File: config.mk
export PLATFORM = sky130hd
export DESIGN_NAME = random_led_controller_uc
export DESIGN_NICKNAME = d
export VERILOG_FILES = /design/src/rtl/random_led_pkg.sv /design/src/rtl/random_led_timeout_cnt.sv /design/src/rtl/random_led_controller_uc.sv
export SDC_FILE = /design/constraint.sdc
export NUM_CORES = 1
export LEC_CHECK = 0
export CAP_MARGIN = 0
export CORE_ASPECT_RATIO = 1.75
export CORE_UTILIZATION = 28
export DETAILED_ROUTE_END_ITERATION = 10
export PLACE_DENSITY_LB_ADDON = 0.2
export SLEW_MARGIN = 20
export SYNTH_ARGS = -nofsm -noshare
export SYNTH_HDL_FRONTEND = slang
export SYNTH_HIERARCHICAL = 1
export SYNTH_SLANG_ARGS = --single-unit
File: constraint.sdc
create_clock -name clock -period 2.3 [get_ports clock]
set_clock_uncertainty 0.1 [all_clocks]
set_input_delay 0.23 -clock clock [delete_from_list [all_inputs] [get_ports clock]]
set_output_delay 0.23 -clock clock [all_outputs]
set_load 0.01 [all_outputs]
File: src/rtl/random_led_pkg.sv
// Shared constants for the random-LED game: LED count, index width, UC state codes
// and the one-hot mask helper used to score button presses.
`timescale 1ns/1ps
package random_led_pkg;
  localparam int NUM_LEDS  = 11;
  localparam int LED_IDX_W = 4;

  localparam logic [3:0] INICIAL = 4'd0;
  localparam logic [3:0] GERA    = 4'd1;
  localparam logic [3:0] CARREGA = 4'd2;
  localparam logic [3:0] ESPERA  = 4'd3;
  localparam logic [3:0] ACERTO  = 4'd4;
  localparam logic [3:0] ERRO    = 4'd5;
  localparam logic [3:0] TEMPO   = 4'd6;
  localparam logic [3:0] PROXIMA = 4'd7;
  localparam logic [3:0] FIM     = 4'd8;

  // Out-of-range indices yield an all-zero mask, so they can never match a press.
  function automatic logic [NUM_LEDS-1:0] led_mask(input logic [LED_IDX_W-1:0] idx);
    logic [NUM_LEDS-1:0] m;
    m = '0;
    for (int i = 0; i < NUM_LEDS; i++) m[i] = (idx == LED_IDX_W'(i));
    return m;
  endfunction
endpackage

File: src/rtl/random_led_timeout_cnt.sv
// Loadable cycle counter with clear, enable and a terminal-count flag.
// Clear has priority over load, load over increment.
`timescale 1ns/1ps
module random_led_timeout_cnt #(
  parameter int               WIDTH    = 26,
  parameter logic [WIDTH-1:0] TERMINAL = '1
) (
  input  logic             i_clk,
  input  logic             i_rst_n,
  input  logic             i_clr,
  input  logic             i_load,
  input  logic [WIDTH-1:0] i_load_val,
  input  logic             i_en,
  output logic             o_tc
);
  logic [WIDTH-1:0] r_count;

  always_ff @(posedge i_clk) begin
    if (!i_rst_n)    r_count <= '0;
    else if (i_clr)  r_count <= '0;
    else if (i_load) r_count <= i_load_val;
    else if (i_en)   r_count <= r_count + 1'b1;
  end

  assign o_tc = (r_count == TERMINAL);
endmodule

File: src/rtl/random_led_controller_uc.sv
// Round sequencer for the random-LED game: generate, load, wait for press, score, repeat.
// RANDOM_LED_UC_TIMEOUT_EN builds the per-round timeout (TEMPO state); otherwise ESPERA waits forever.
`timescale 1ns/1ps
module random_led_controller_uc
  import random_led_pkg::*;
#(
  parameter int N_RODADAS      = 16,
  parameter int TIMEOUT_CICLOS = 50_000_000,
  parameter int W_CONT         = 5
) (
  input  logic                 clock,
  input  logic                 reset,
  input  logic                 iniciar,
  input  logic [NUM_LEDS-1:0]  botoes,
  input  logic [LED_IDX_W-1:0] led_select,
  output logic                 gerar_jogada,
  output logic                 carrega_frame,
  output logic [W_CONT-1:0]    acertos,
  output logic [W_CONT-1:0]    erros,
  output logic [W_CONT-1:0]    rodada,
  output logic                 timeout,
  output logic                 pronto,
  output logic [3:0]           db_estado
);
  if (TIMEOUT_CICLOS < 2 || (1 << W_CONT) <= N_RODADAS) begin : g_bad_cfg
    $error("random_led_controller_uc: invalid TIMEOUT_CICLOS/W_CONT/N_RODADAS");
  end

  logic [3:0]          r_estado;
  logic [3:0]          w_prox;
  logic [NUM_LEDS-1:0] r_botoes_q;
  logic [NUM_LEDS-1:0] w_press;
  logic                w_hit;
  logic                w_clear;
  logic                w_tc;
  logic [W_CONT-1:0]   r_acertos;
  logic [W_CONT-1:0]   r_erros;
  logic [W_CONT-1:0]   r_rodada;

  assign w_press = botoes & ~r_botoes_q;
  assign w_hit   = (w_press == led_mask(led_select));
  assign w_clear = ((r_estado == INICIAL) || (r_estado == FIM)) && iniciar;

`ifdef RANDOM_LED_UC_TIMEOUT_EN
  localparam int W_TO = $clog2(TIMEOUT_CICLOS);

  random_led_timeout_cnt #(
    .WIDTH    (W_TO),
    .TERMINAL (W_TO'(TIMEOUT_CICLOS - 1))
  ) u_timeout_cnt (
    .i_clk      (clock),
    .i_rst_n    (reset),
    .i_clr      (r_estado == CARREGA),
    .i_load     (1'b0),
    .i_load_val ('0),
    .i_en       (r_estado == ESPERA),
    .o_tc       (w_tc)
  );
`else
  assign w_tc = 1'b0;
`endif

  always_comb begin
    w_prox = r_estado;
    case (r_estado)
      INICIAL: if (iniciar) w_prox = GERA;
      GERA:    w_prox = CARREGA;
      CARREGA: w_prox = ESPERA;
      // A press in the expiry cycle takes priority over the timeout.
      ESPERA: begin
        if (w_press != '0) w_prox = w_hit ? ACERTO : ERRO;
        else if (w_tc)     w_prox = TEMPO;
      end
      ACERTO:  w_prox = PROXIMA;
      ERRO:    w_prox = PROXIMA;
`ifdef RANDOM_LED_UC_TIMEOUT_EN
      TEMPO:   w_prox = PROXIMA;
`endif
      PROXIMA: w_prox = (r_rodada == W_CONT'(N_RODADAS)) ? FIM : GERA;
      FIM:     if (iniciar) w_prox = GERA;
      default: w_prox = INICIAL;
    endcase
  end

  always_ff @(posedge clock) begin
    if (!reset) begin
      r_estado   <= INICIAL;
      r_botoes_q <= '0;
      r_acertos  <= '0;
      r_erros    <= '0;
      r_rodada   <= '0;
    end else begin
      r_estado   <= w_prox;
      r_botoes_q <= botoes;
      if (w_clear) begin
        r_acertos <= '0;
        r_erros   <= '0;
        r_rodada  <= '0;
      end else if (r_estado == ACERTO) begin
        r_acertos <= r_acertos + 1'b1;
        r_rodada  <= r_rodada + 1'b1;
      end else if ((r_estado == ERRO) || (r_estado == TEMPO)) begin
        r_erros  <= r_erros + 1'b1;
        r_rodada <= r_rodada + 1'b1;
      end
    end
  end

  assign gerar_jogada  = (r_estado == GERA);
  assign carrega_frame = (r_estado == CARREGA);
  assign timeout       = (r_estado == TEMPO);
  assign pronto        = (r_estado == FIM);
  assign db_estado     = r_estado;
  assign acertos       = r_acertos;
  assign erros         = r_erros;
  assign rodada        = r_rodada;
endmodule

==> key figures, run 1 <==
Synthesis
  • Parity-gate share of the synthesized area counting xor and xnor cells: 8.340%
  • Flip-flop cell with the highest count after synthesis: dfxtp_1
  • Simple-gate share of the synthesized area: 33.36%
  • Area share of the largest cell type after synthesis: 38.13%
  • Avg Cell Area, Syn: 8.515 um2
  • Fraction of the mapped netlist area in adder cells: 3.177%
  • Leading post-synthesis cells by cell area: dfxtp_1, xor2_1, and2_1, nor2_1, nand4_1
  • Async S/R FF share, synth: 0%
  • Yosys reg bits: 30
  • Largest family of logic cells by synthesized area: simple AND/OR/NAND/NOR gates
  • Register area share after synthesis: 38.13%
  • Number of distinct library cell variants in the gate-level netlist after synthesis: 40
  • Synth Warn #: 6
  • Yosys top cell by area: dfxtp_1
  • Multiplexer fraction of the synthesized cell area: 2.621%
  • Post-synth EDFFs: 0
  • Area of the mapped netlist: 1575 um2
  • Post-synthesis cell count: 185
  • Post-synthesis compound-gate area fraction: 10.41%
  • Number of nets produced by synthesis: 207

Power
  • Worst voltage drop across the vdd grid: 340.4 uV
  • Leakage component of the power: 0.8108 nW
  • Portion of total power attributed to the clock network: 28.5%
  • Switching fraction of total power: 31.20%
  • Relative contribution of combinational cells to total power: 33.2%
  • Internal power of the cells: 0.001046 W
  • Part of the total power dissipated in sequential elements: 38.2%
  • Power density relative to cell area: 691.3 nW/um2
  • Net Switching: 0.0004742 W

Clocking
  • Clock buffer depth: 2
  • Post-CTS clock slew at the launch and capture registers of the worst setup and hold paths: 0.06 ns
  • Post-CTS repair timing setup buffer count: 0
  • Depth of the CTS H-tree: 2
  • Clock tree root driver cell: clkbuf_8
  • Gates resized, CTS repair: 0
  • Hold buffer count at CTS: 0
  • TritonCTS clock tree: done
  • Clock buffer count from CTS: 5
  • Number of clock sinks: 30
  • Clock latency at the later pin of the worst-skew pair: 0.28 ns

Routing
  • Count of TritonRoute iterations in the first routing pass: 4
  • Final antenna-violating net count: 0
  • Vias after detailed routing: 1452
  • Average vias per placed instance: 4.684
  • Post-detailed-route wirelength per cell: 12.00 um
  • Drc violations: 0
  • Number of design-rule violations left by the first detailed-router iteration: 39
  • Total routed wirelength: 3720 um

STA
  • Worst hold slack after final layout: 0.4129 ns
  • Worst Tran Pin Value: 0.4511 ns
  • RSZ-0062 raised after global routing: no
  • Final-layout setup total negative slack: 0 ns
  • Final setup vio count: 0
  • Part of the cycle the worst path needs: 88.54%
  • Post-route minimum period: 2.036 ns
  • Worst slew slack as a fraction of its limit: 69.15%
  • Peak clock frequency supported by timing: 491.1 MHz
  • Number of max-slew violations in the final report: 0
  • Worst path setup slack after routing: 0.2635 ns
  • Final Hold Violating Endpoints: 0

Global routing
  • Most utilized layer in the global route result: met2
  • Met1 layer usage reported by global route: 12.39%
  • Number of global-route vias before repair: 1424
  • Global-route wire length before repair: 6189 um
  • Total routing resource utilization after global routing: 13.44%
  • Initial antenna violation count: 0
  • Maximum number of pins on one net before global-route repair: 16
  • Congestion Overflow GR: 0
  • Met2 Usage GRT: 27.67%
  • Met3 Use GR: 2.810%

Worst setup path
  • Endpoint of the lowest-slack register-to-register path: db_estado[0]
  • Crit Path Class: flip-flop to output port
  • Data arrival time at the worst-slack endpoint: 1.71 ns
  • Category of cells accounting for the largest share of critical-path delay: buffers and inverters
  • Cell with the biggest individual delay on the critical path: clkdlybuf4s50_1
  • Top fanout value on the critical path: 13
  • Endpoint type of the worst setup path: output port
  • Peak per-stage delay on the critical path: 0.53 ns
  • Critical Path RT: 1.97 ns
  • Startpoint type of the worst setup path: flip-flop
  • Cell-by-cell trace of the critical path: nor3_1, and2_1, clkdlybuf4s50_1
  • Launch point of the worst reg-to-reg path: rodada[0]
  • Number of cells traversed by the worst register-to-register path: 8
  • R2R Setup Slk: 0.43 ns
  • Buf+Inv Stages, Crit Path: 1

Cells and area
  • Finished Layout Cells: 310
  • Nets@finish: 257
  • Share of post-route cells with drive strength above 1: 9.322%
  • Core occupancy in the finished layout: 41.15%
  • Synth-to-layout area growth: 39.56%
  • Number of diodes: 0

Placement
  • Final weighted congestion in routability-driven placement: 0.7646
  • DP Cell Count: 302
  • Worst slack at placement: 0.1340 ns
  • Total of buffers placed on input and output ports: 40
  • Post-DP HPWL: 2909 um

Floorplanning
  • Count of boundary I/O pins: 41
  • Die Wd: 58.70 um
  • Initial Utilization: 29.48%
  • Total core area: 5343 um2
  • Overall die area: 5942 um2
  • DIE HEIGHT: 101.2 um
  • Site Rows: 35

Run
  • Number of violations of the max-capacitance limit: 0

Worst hold path
  • Worst hold path type: flip-flop to flip-flop
  • Cells on Worst Hold Path: 2
  • HP Start: acertos[4]
  • Hold Path Sink: acertos[4]

Outcome
  • Run status: complete, no violations
==> layout make-up <==
class / instances / area [um2]
clock buffer: 7 / 86.33
clock inverter: 1 / 5.005
fill: 576 / 3144
inverter: 7 / 26.28
multi-input combinational: 141 / 912.1
sequential: 30 / 600.6
tap: 74 / 92.59
timing repair buffer: 50 / 475.5
==> cell usage in the layout, fill, tap and decap left out, types with 2 or more instances in the layout <==
cell type        count
or4_1                2
a21oi_1              9
clkdlybuf4s50_1     40
and3_1               2
inv_1                7
o21ai_0              9
nor4_1               2
xor2_1              10
nand4_1              9
nor2b_1              9
mux2i_1              3
o22ai_1              3
nand2b_1             7
ha_1                 4
nor2_1              19
xnor2_1              5
clkbuf_8             6
nor3b_1              3
nand2_1             11
buf_4               10
and2_1              12
nor3_1               5
dfxtp_1             30
==> per-layer routing <==
layer	up-vias	wire (um)	part of all wire, %
met4	0	43	1.2
li1	743	-	-
met5	-	0	0
met1	668	1438	39
met2	36	2116	57
met3	5	121	3.3
==> synth_stat cells, types with 2 or more instances <==
library cell  count
dfxtp_1          30
or4_1             2
nor2_1           19
and2_1           12
ha_1              4
nand2b_1          7
nand2_1          11
and3_1            2
o22ai_1           3
xor2_1           10
inv_1             7
mux2i_1           3
a21oi_1           9
nor4_1            2
buf_2             2
nor3_1            5
nor2b_1           9
clkbuf_1          4
o21ai_0           9
xnor2_1           5
nor3b_1           3
nand4_1           9
==> state kept, by name, summed over array words and instances (netlist names) <==
register / count
rodada: 5
db_estado: 4
erros: 5
acertos: 5
r_botoes_q: 11
==> through the flow <==
step | power [W] | instance area [um2]
2_1_floorplan | 0.0008688 | 1575
3_3_place_gp | 0.001094 | 2107
3_5_place_dp | 0.001099 | 2107
4_1_cts | 0.001541 | 2198
5_1_grt | 0.001613 | 2198
6_report | 0.001520 | 2198
==> cells by family (layout without fill, tap and decap cells) <==
family | after synthesis | count (layout)
AOI/OAI and AO/OA | 28 | 28
DFF | 30 | 30
adders and majority gates | 4 | 4
muxes | 4 | 4
buffers and inverters | 14 | 65
and+or+nand+nor | 90 | 90
xor gates and xnor gates | 15 | 15
==> tightest hold or removal path, cell delays in order, from the launching register on <==
cell and delay [ns]:
dfxtp_1 0.34, xor2_1 0.07, nor2_1 0.07
==> worst max-delay path by stage <==
| stage | startpoint | to | slack [ns] | cells past startpoint |
|---|---|---|---|---|
| 6_report | db_estado[2] | pronto | 0.26 | 3 |
| 5_1_grt | db_estado[2] | pronto | 0.11 | 3 |
| 4_1_cts | db_estado[2] | pronto | 0.26 | 3 |
| 3_5_place_dp | led_select[3] | db_estado[0] | 0.13 | 6 |
| 3_3_place_gp | led_select[3] | db_estado[0] | 0.15 | 6 |
| 2_1_floorplan | led_select[2] | db_estado[0] | 0.62 | 6 |
==> power groups by stage <==
stage	combinational (W)	sequential, W	clock [W]
2_1_floorplan	0.000271	0.000598	0
3_3_place_gp	0.000502	0.000592	0
3_5_place_dp	0.000506	0.000592	0
4_1_cts	0.000509	0.000581	0.000451
5_1_grt	0.000554	0.000585	0.000474
6_report	0.000505	0.000581	0.000433
No activity file was read; power rests on OpenSTA's default activity.
==> run 2, diff against run 1 <==
--- a/config.mk
+++ b/config.mk
@@ -9,6 +9,8 @@
 export CORE_ASPECT_RATIO = 1.75
 export CORE_UTILIZATION = 28
 export DETAILED_ROUTE_END_ITERATION = 10
+export GPL_TIMING_DRIVEN = 0
+export HOLD_SLACK_MARGIN = 0.08
 export PLACE_DENSITY_LB_ADDON = 0.2
 export SLEW_MARGIN = 20
 export SYNTH_ARGS = -nofsm -noshare
==> run 2 against run 1 <==
Effect of this change: wire length down 5.9%; core utilization decreased by 0.40 points; cell count shrank 1.6%; critical path depth stayed put; global-route usage shrank 0.26 points; register-to-register slack got worse by 0.08 ns; sequential share of layout area up 0.27 points; first-iteration DRC count up 21%; critical path type unchanged; critical endpoint is now gerar_jogada; largest power group unchanged; highest routed layer unchanged.
==> key figures, run 2 (same netlist as run 1, synthesis figures left out) <==
Routing
  • Number of design-rule violations left by the first detailed-router iteration: 47 (+21%)
  • Vias after detailed routing: 1426 (-1.8%)
  • Count of TritonRoute iterations in the first routing pass: 4 (unchanged)
  • Final antenna-violating net count: 0 (unchanged)
  • Average vias per placed instance: 4.675 (-0.18%)
  • Post-detailed-route wirelength per cell: 11.48 um (-4.3%)
  • Total routed wirelength: 3502 um (-5.9%)
  • Drc violations: 0 (unchanged)

Cells and area
  • Post-route standard cell area excluding fillers: 2177 um2 (-0.97%)
  • Leading cell types in the layout, fill and taps excluded: clkdlybuf4s50_1, dfxtp_1, nor2_1
  • Largest register by flop count: r_botoes_q
  • Nets@finish: 252 (-1.9%)
  • Max FFs per register: 11 (unchanged)
  • Number of diodes: 0 (unchanged)
  • Core occupancy in the finished layout: 40.75% (-0.40 points)
  • Synth-to-layout area growth: 38.21%
  • Share of post-route cells with drive strength above 1: 7.792% (-1.5 points)
  • Most common cell after layout, fill and taps aside: clkdlybuf4s50_1

Worst setup path
  • Data arrival time at the worst-slack endpoint: 1.82 ns (+0.11 ns)
  • Category of cells accounting for the largest share of critical-path delay: buffers and inverters
  • Cell with the biggest individual delay on the critical path: clkdlybuf4s50_1
  • Startpoint type of the worst setup path: flip-flop
  • Cell-by-cell trace of the critical path: clkbuf_1, nor4_1, clkdlybuf4s50_1
  • Top fanout value on the critical path: 10 (-3)
  • Peak per-stage delay on the critical path: 0.60 ns (+0.07 ns)
  • Endpoint type of the worst setup path: output port
  • Buf+Inv Stages, Crit Path: 2 (+1)
  • Crit Path Class: flip-flop to output port
  • Critical Path RT: 1.97 ns (about the same)

Placement
  • Post-detailed-placement cell area: 2058 um2 (-2.3%)
  • Post-DP HPWL: 2756 um (-5.3%)
  • Total of buffers placed on input and output ports: 39 (-2.5%)
  • Final weighted congestion in routability-driven placement: 0.7931 (+3.7%)

Clocking
  • Post-CTS repair timing setup buffer count: 0 (unchanged)
  • Clock buffer depth: 2 (unchanged)
  • Depth of the CTS H-tree: 2 (unchanged)
  • Post-CTS clock slew at the launch and capture registers of the worst setup and hold paths: 0.06 ns (about the same)
  • Clock buffer count from CTS: 5 (unchanged)
  • Clock latency at the later pin of the worst-skew pair: 0.28 ns (about the same)
  • Number of clock sinks: 30 (unchanged)
  • Hold buffer count at CTS: 0 (unchanged)
  • TritonCTS clock tree: done
  • Clock tree root driver cell: clkbuf_8

Power
  • Power density relative to cell area: 722.3 nW/um2 (+4.5%)
  • Internal power of the cells: 0.001090 W (+4.3%)
  • Part of the total power dissipated in sequential elements: 37.4% (-0.8 points)
  • Relative contribution of combinational cells to total power: 29.3% (-3.9 points)
  • Net Switching: 0.0004822 W (+1.7%)
  • Switching fraction of total power: 30.66% (-0.54 points)
  • Leakage component of the power: 0.7886 nW (-2.7%)
  • Worst voltage drop across the vdd grid: 316.5 uV (-7.0%)
  • Portion of total power attributed to the clock network: 33.3% (+4.8 points)

STA
  • Post-route minimum period: 2.145 ns (+0.1089 ns)
  • Number of max-slew violations in the final report: 0 (unchanged)
  • Final setup vio count: 0 (unchanged)
  • Worst slew slack as a fraction of its limit: 57.68% (-11 points)
  • Final Hold Violating Endpoints: 0 (unchanged)
  • Part of the cycle the worst path needs: 93.28% (+4.7 points)
  • Worst Tran Pin Value: 0.6299 ns (+0.1788 ns)
  • Final-layout setup total negative slack: 0 ns (unchanged)
  • RSZ-0062 raised after global routing: no
  • Peak clock frequency supported by timing: 466.1 MHz (-5.1%)

Floorplanning
  • Total core area: 5343 um2 (unchanged)
  • Count of boundary I/O pins: 41 (unchanged)
  • DIE HEIGHT: 101.2 um (unchanged)
  • Die Wd: 58.70 um (unchanged)
  • Site Rows: 35 (unchanged)
  • Overall die area: 5942 um2 (unchanged)
  • Initial Utilization: 29.48% (unchanged)

Global routing
  • Maximum number of pins on one net before global-route repair: 11 (-5)
  • Global-route wire length before repair: 5940 um (-4.0%)
  • Number of global-route vias before repair: 1404 (-1.4%)
  • Initial antenna violation count: 0 (unchanged)
  • Total routing resource utilization after global routing: 13.18% (-0.26 points)
  • Congestion Overflow GR: 0 (unchanged)

Run
  • Number of violations of the max-capacitance limit: 0 (unchanged)

Outcome
  • Run status: complete, no violations

Worst hold path
  • Worst hold path type: flip-flop to flip-flop
[run 2: path summary, 6_finish.rpt]
path                     start      endpoint  slack (ns)  depth (start not counted)
setup / recovery  db_estado[1]  gerar_jogada        0.15                          3
hold reg to reg     acertos[4]    acertos[4]        0.41                          2
hold / removal      acertos[4]    acertos[4]        0.41                          2
setup reg to reg  db_estado[2]    acertos[3]        0.35                          5
[run 2: final cells by class]
cell class | instances | area [um2]
Fill cell | 577 | 3166
Clock inverter | 3 | 40.04
Tap cell | 74 | 92.59
Timing Repair Buffer | 39 | 390.4
Sequential cell | 30 | 600.6
Multi-Input combinational cell | 141 | 925.9
Buffer | 6 | 32.53
Clock buffer | 5 | 68.82
Inverter | 7 | 26.28
[run 2: metrics by stage]
stage               std cells  setup WS [ns]  total power, W  hold WS, ns
floorplan                 185         0.6239       0.0008688       0.2517
global placement          298        0.07190        0.001044       0.3933
detailed placement        298        0.06908        0.001047       0.3977
CTS                       306       0.008408        0.001588       0.4170
global route              305        0.01445        0.001675       0.4273
finish                    305         0.1547        0.001573       0.4079
[run 2: timing repair]
| action | in CTS | in global routing |
|---|---|---|
| endpoints found under the setup margin | 1 | 3 |
| resized for setup | 1 | 2 |
| pin swaps | 0 | 0 |
[run 2: worst reg2reg max path: stages, from the launching register on]
cell and delay, ns:
dfxtp_1 0.61, nand2_1 0.18, nor3_1 0.53, nand4_1 0.19, xor2_1 0.18, nor2_1 0.05
[run 2: layer usage]
layer  wire [um]  GRT usage [%]  vias up
met5           0              0        -
met4          61          5.495        0
met3         148          4.087        6
met2        1963          25.91       44
met1        1328          11.93      648
li1            -              -      728
[run 2: power by group through the flow]
stage | registers (W) | clock network, W | logic, W
floorplan | 0.000598 | 0 | 0.000271
global placement | 0.000593 | 0 | 0.000451
detailed placement | 0.000594 | 0 | 0.000453
CTS | 0.000582 | 0.000544 | 0.000462
global route | 0.000595 | 0.000572 | 0.000508
finish | 0.000589 | 0.000523 | 0.000460
==> run 3, diff against run 2 <==
--- a/config.mk
+++ b/config.mk
@@ -9,9 +9,11 @@
 export CORE_ASPECT_RATIO = 1.75
 export CORE_UTILIZATION = 28
 export DETAILED_ROUTE_END_ITERATION = 10
+export DONT_BUFFER_PORTS = 1
 export GPL_TIMING_DRIVEN = 0
 export HOLD_SLACK_MARGIN = 0.08
 export PLACE_DENSITY_LB_ADDON = 0.2
+export SETUP_SLACK_MARGIN = 0.02
 export SLEW_MARGIN = 20
 export SYNTH_ARGS = -nofsm -noshare
 export SYNTH_HDL_FRONTEND = slang
==> run 3 against run 2 <==
Effect of this change: core utilization shrank 5.4 points; non-clock buffer count shrank 25; critical path depth up 3; hold slack got worse by 0.27 ns; register-to-register slack got worse by 0.09 ns.
==> key figures, run 3 (same netlist as run 1, synthesis figures left out) <==
Placement
  • Final weighted congestion in routability-driven placement: 0.7568 (-4.6%)
  • Total of buffers placed on input and output ports: 0 (-100%)
  • Post-DP HPWL: 2715 um (-1.5%)
  • Worst slack at placement: 0.2245 ns (+0.1554 ns)

Cells and area
  • Synth-to-layout area growth: 19.94%
  • Largest register by flop count: r_botoes_q
  • Share of post-route cells with drive strength above 1: 7.282% (-0.51 points)
  • Leading cell types in the layout, fill and taps excluded: dfxtp_1, nor2_1, dlygate4sd3_1
  • Nets@finish: 227 (-9.9%)
  • Max FFs per register: 11 (unchanged)
  • Core occupancy in the finished layout: 35.36% (-5.4 points)
  • Number of diodes: 0 (unchanged)
  • Most common cell after layout, fill and taps aside: dfxtp_1

Clocking
  • Clock latency at the later pin of the worst-skew pair: 0.28 ns (about the same)
  • Number of clock sinks: 30 (unchanged)
  • Post-CTS clock slew at the launch and capture registers of the worst setup and hold paths: 0.06 ns (about the same)
  • TritonCTS clock tree: done
  • Clock buffer count from CTS: 5 (unchanged)
  • Gates resized, CTS repair: 0 (-1)
  • Depth of the CTS H-tree: 2 (unchanged)
  • Clock buffer depth: 2 (unchanged)
  • Clock tree root driver cell: clkbuf_8

Worst setup path
  • Launch point of the worst reg-to-reg path: db_estado[2]
  • Crit Path Class: flip-flop to flip-flop
  • R2R Setup Slk: 0.26 ns (-0.09 ns)
  • Critical Path RT: 2.35 ns (+0.38 ns)
  • Startpoint type of the worst setup path: flip-flop
  • Endpoint of the lowest-slack register-to-register path: erros[3]
  • Data arrival time at the worst-slack endpoint: 2.09 ns (+0.27 ns)
  • Number of cells traversed by the worst register-to-register path: 6 (+1)
  • Crit. Startpoint: db_estado[2]
  • Top fanout value on the critical path: 10 (unchanged)
  • Endpoint type of the worst setup path: flip-flop
  • CP Capture Point: erros[3]

Global routing
  • Congestion Overflow GR: 0 (unchanged)
  • Number of global-route vias before repair: 1398 (-0.43%)
  • Global-route wire length before repair: 5885 um (-0.93%)
  • Maximum number of pins on one net before global-route repair: 11 (unchanged)
  • Total routing resource utilization after global routing: 12.99% (-0.19 points)
  • Initial antenna violation count: 0 (unchanged)

STA
  • Number of max-slew violations in the final report: 0 (unchanged)
  • Part of the cycle the worst path needs: 88.53% (-4.7 points)
  • Post-route minimum period: 2.036 ns (-0.1091 ns)
  • Worst Tran Pin Value: 0.6507 ns (+0.02084 ns)
  • Peak clock frequency supported by timing: 491.1 MHz (+5.4%)
  • Final Hold Violating Endpoints: 0 (unchanged)
  • Final setup vio count: 0 (unchanged)
  • Worst path setup slack after routing: 0.2638 ns (+0.1091 ns)
  • Final-layout setup total negative slack: 0 ns (unchanged)
  • Worst slew slack as a fraction of its limit: 56.28% (-1.4 points)
  • Worst hold slack after final layout: 0.1411 ns (-0.2668 ns)
  • RSZ-0062 raised after global routing: no

Routing
  • Post-detailed-route wirelength per cell: 12.99 um (+13%)
  • Drc violations: 0 (unchanged)
  • Total routed wirelength: 3637 um (+3.9%)
  • Vias after detailed routing: 1336 (-6.3%)
  • Number of design-rule violations left by the first detailed-router iteration: 56 (+19%)
  • Average vias per placed instance: 4.771 (+2.1%)
  • Final antenna-violating net count: 0 (unchanged)
  • Count of TritonRoute iterations in the first routing pass: 4 (unchanged)

Floorplanning
  • DIE HEIGHT: 101.2 um (unchanged)
  • Count of boundary I/O pins: 41 (unchanged)
  • Site Rows: 35 (unchanged)
  • Overall die area: 5942 um2 (unchanged)
  • Die Wd: 58.70 um (unchanged)
  • Initial Utilization: 29.48% (unchanged)
  • Total core area: 5343 um2 (unchanged)

Worst hold path
  • Worst hold path type: primary input to flip-flop

Outcome
  • Run status: complete, no violations

Power
  • Power density relative to cell area: 731.3 nW/um2 (+1.2%)
  • Leakage component of the power: 0.6906 nW (-12%)
  • Total chip power: 0.001382 W (-12%)
  • Worst voltage drop across the vdd grid: 240.4 uV (-24%)

Run
  • Number of violations of the max-capacitance limit: 0 (unchanged)
==> run 3: cell count changes in the layout (fill, tap and decap cells not counted), sizes merged <==
| cell | before | now |
|---|---|---|
| clkdlybuf4s50 | 39 | 0 |
| dlygate4sd3 | 0 | 13 |
| clkbuf | 8 | 11 |
| bufinv | 1 | 0 |
| clkinv | 2 | 1 |
==> run 3: final cells by class <==
cell class | instances | area [um2]
buffer | 7 | 36.28
clock buffer | 7 | 86.33
clock inverter | 1 | 5.005
fill | 599 | 3453
inverter | 7 | 26.28
multi-input combinational | 141 | 912.1
sequential | 30 | 600.6
tap | 74 | 92.59
timing repair buffer | 13 | 130.1
==> run 3: worst max-delay path, stage by stage, from the launching register on <==
cell and delay, ns:
dfxtp_1 0.37, clkbuf_1 0.25, nor3_1 0.41, nand2_1 0.09, nand2_1 0.21, clkbuf_1 0.39, nor2_1 0.09
==> run 3: power breakdown <==
part / internal (W) / switching (W) / total [W]
Clock: 0.000241 / 0.000192 / 0.000433
Sequential: 0.000554 / 0.0000412 / 0.000595
Combinational: 0.000140 / 0.000214 / 0.000354
Total: 0.000934 / 0.000447 / 0.00138
==> run 3: worst min path at each step <==
stage          startpoint            end  slack, ns  depth (start not counted)
3_3_place_gp    botoes[7]  r_botoes_q[7]       0.25                          1
6_report          iniciar   db_estado[3]       0.14                          3
5_1_grt           iniciar   db_estado[3]       0.14                          3
4_1_cts           iniciar   db_estado[3]       0.13                          3
3_5_place_dp    botoes[7]  r_botoes_q[7]       0.25                          1
2_1_floorplan   botoes[0]  r_botoes_q[0]       0.25                          1
==> run 3: what timing repair did <==
action	4_1_cts	5_1_grt
endpoints found under the hold margin	15	0
hold buffers	13	0
buffers inserted	0	0
==> run 3: metal layers <==
metal  global-route usage (%)  vias up  wire [um]  part of all wire, %
met2                    25.91       42       2032                   56
met5                        0        -          0                    0
met4                    6.044        0         45                  1.2
met1                    11.76      606       1369                   38
met3                    3.065        6        189                  5.2
li1                         -      682          -                    -
==> run 3: metrics by stage <==
step,cells,cell area [um2]
2_1_floorplan,185,1575
3_3_place_gp,259,1668
3_5_place_dp,259,1668
4_1_cts,280,1889
5_1_grt,280,1889
6_report,280,1889
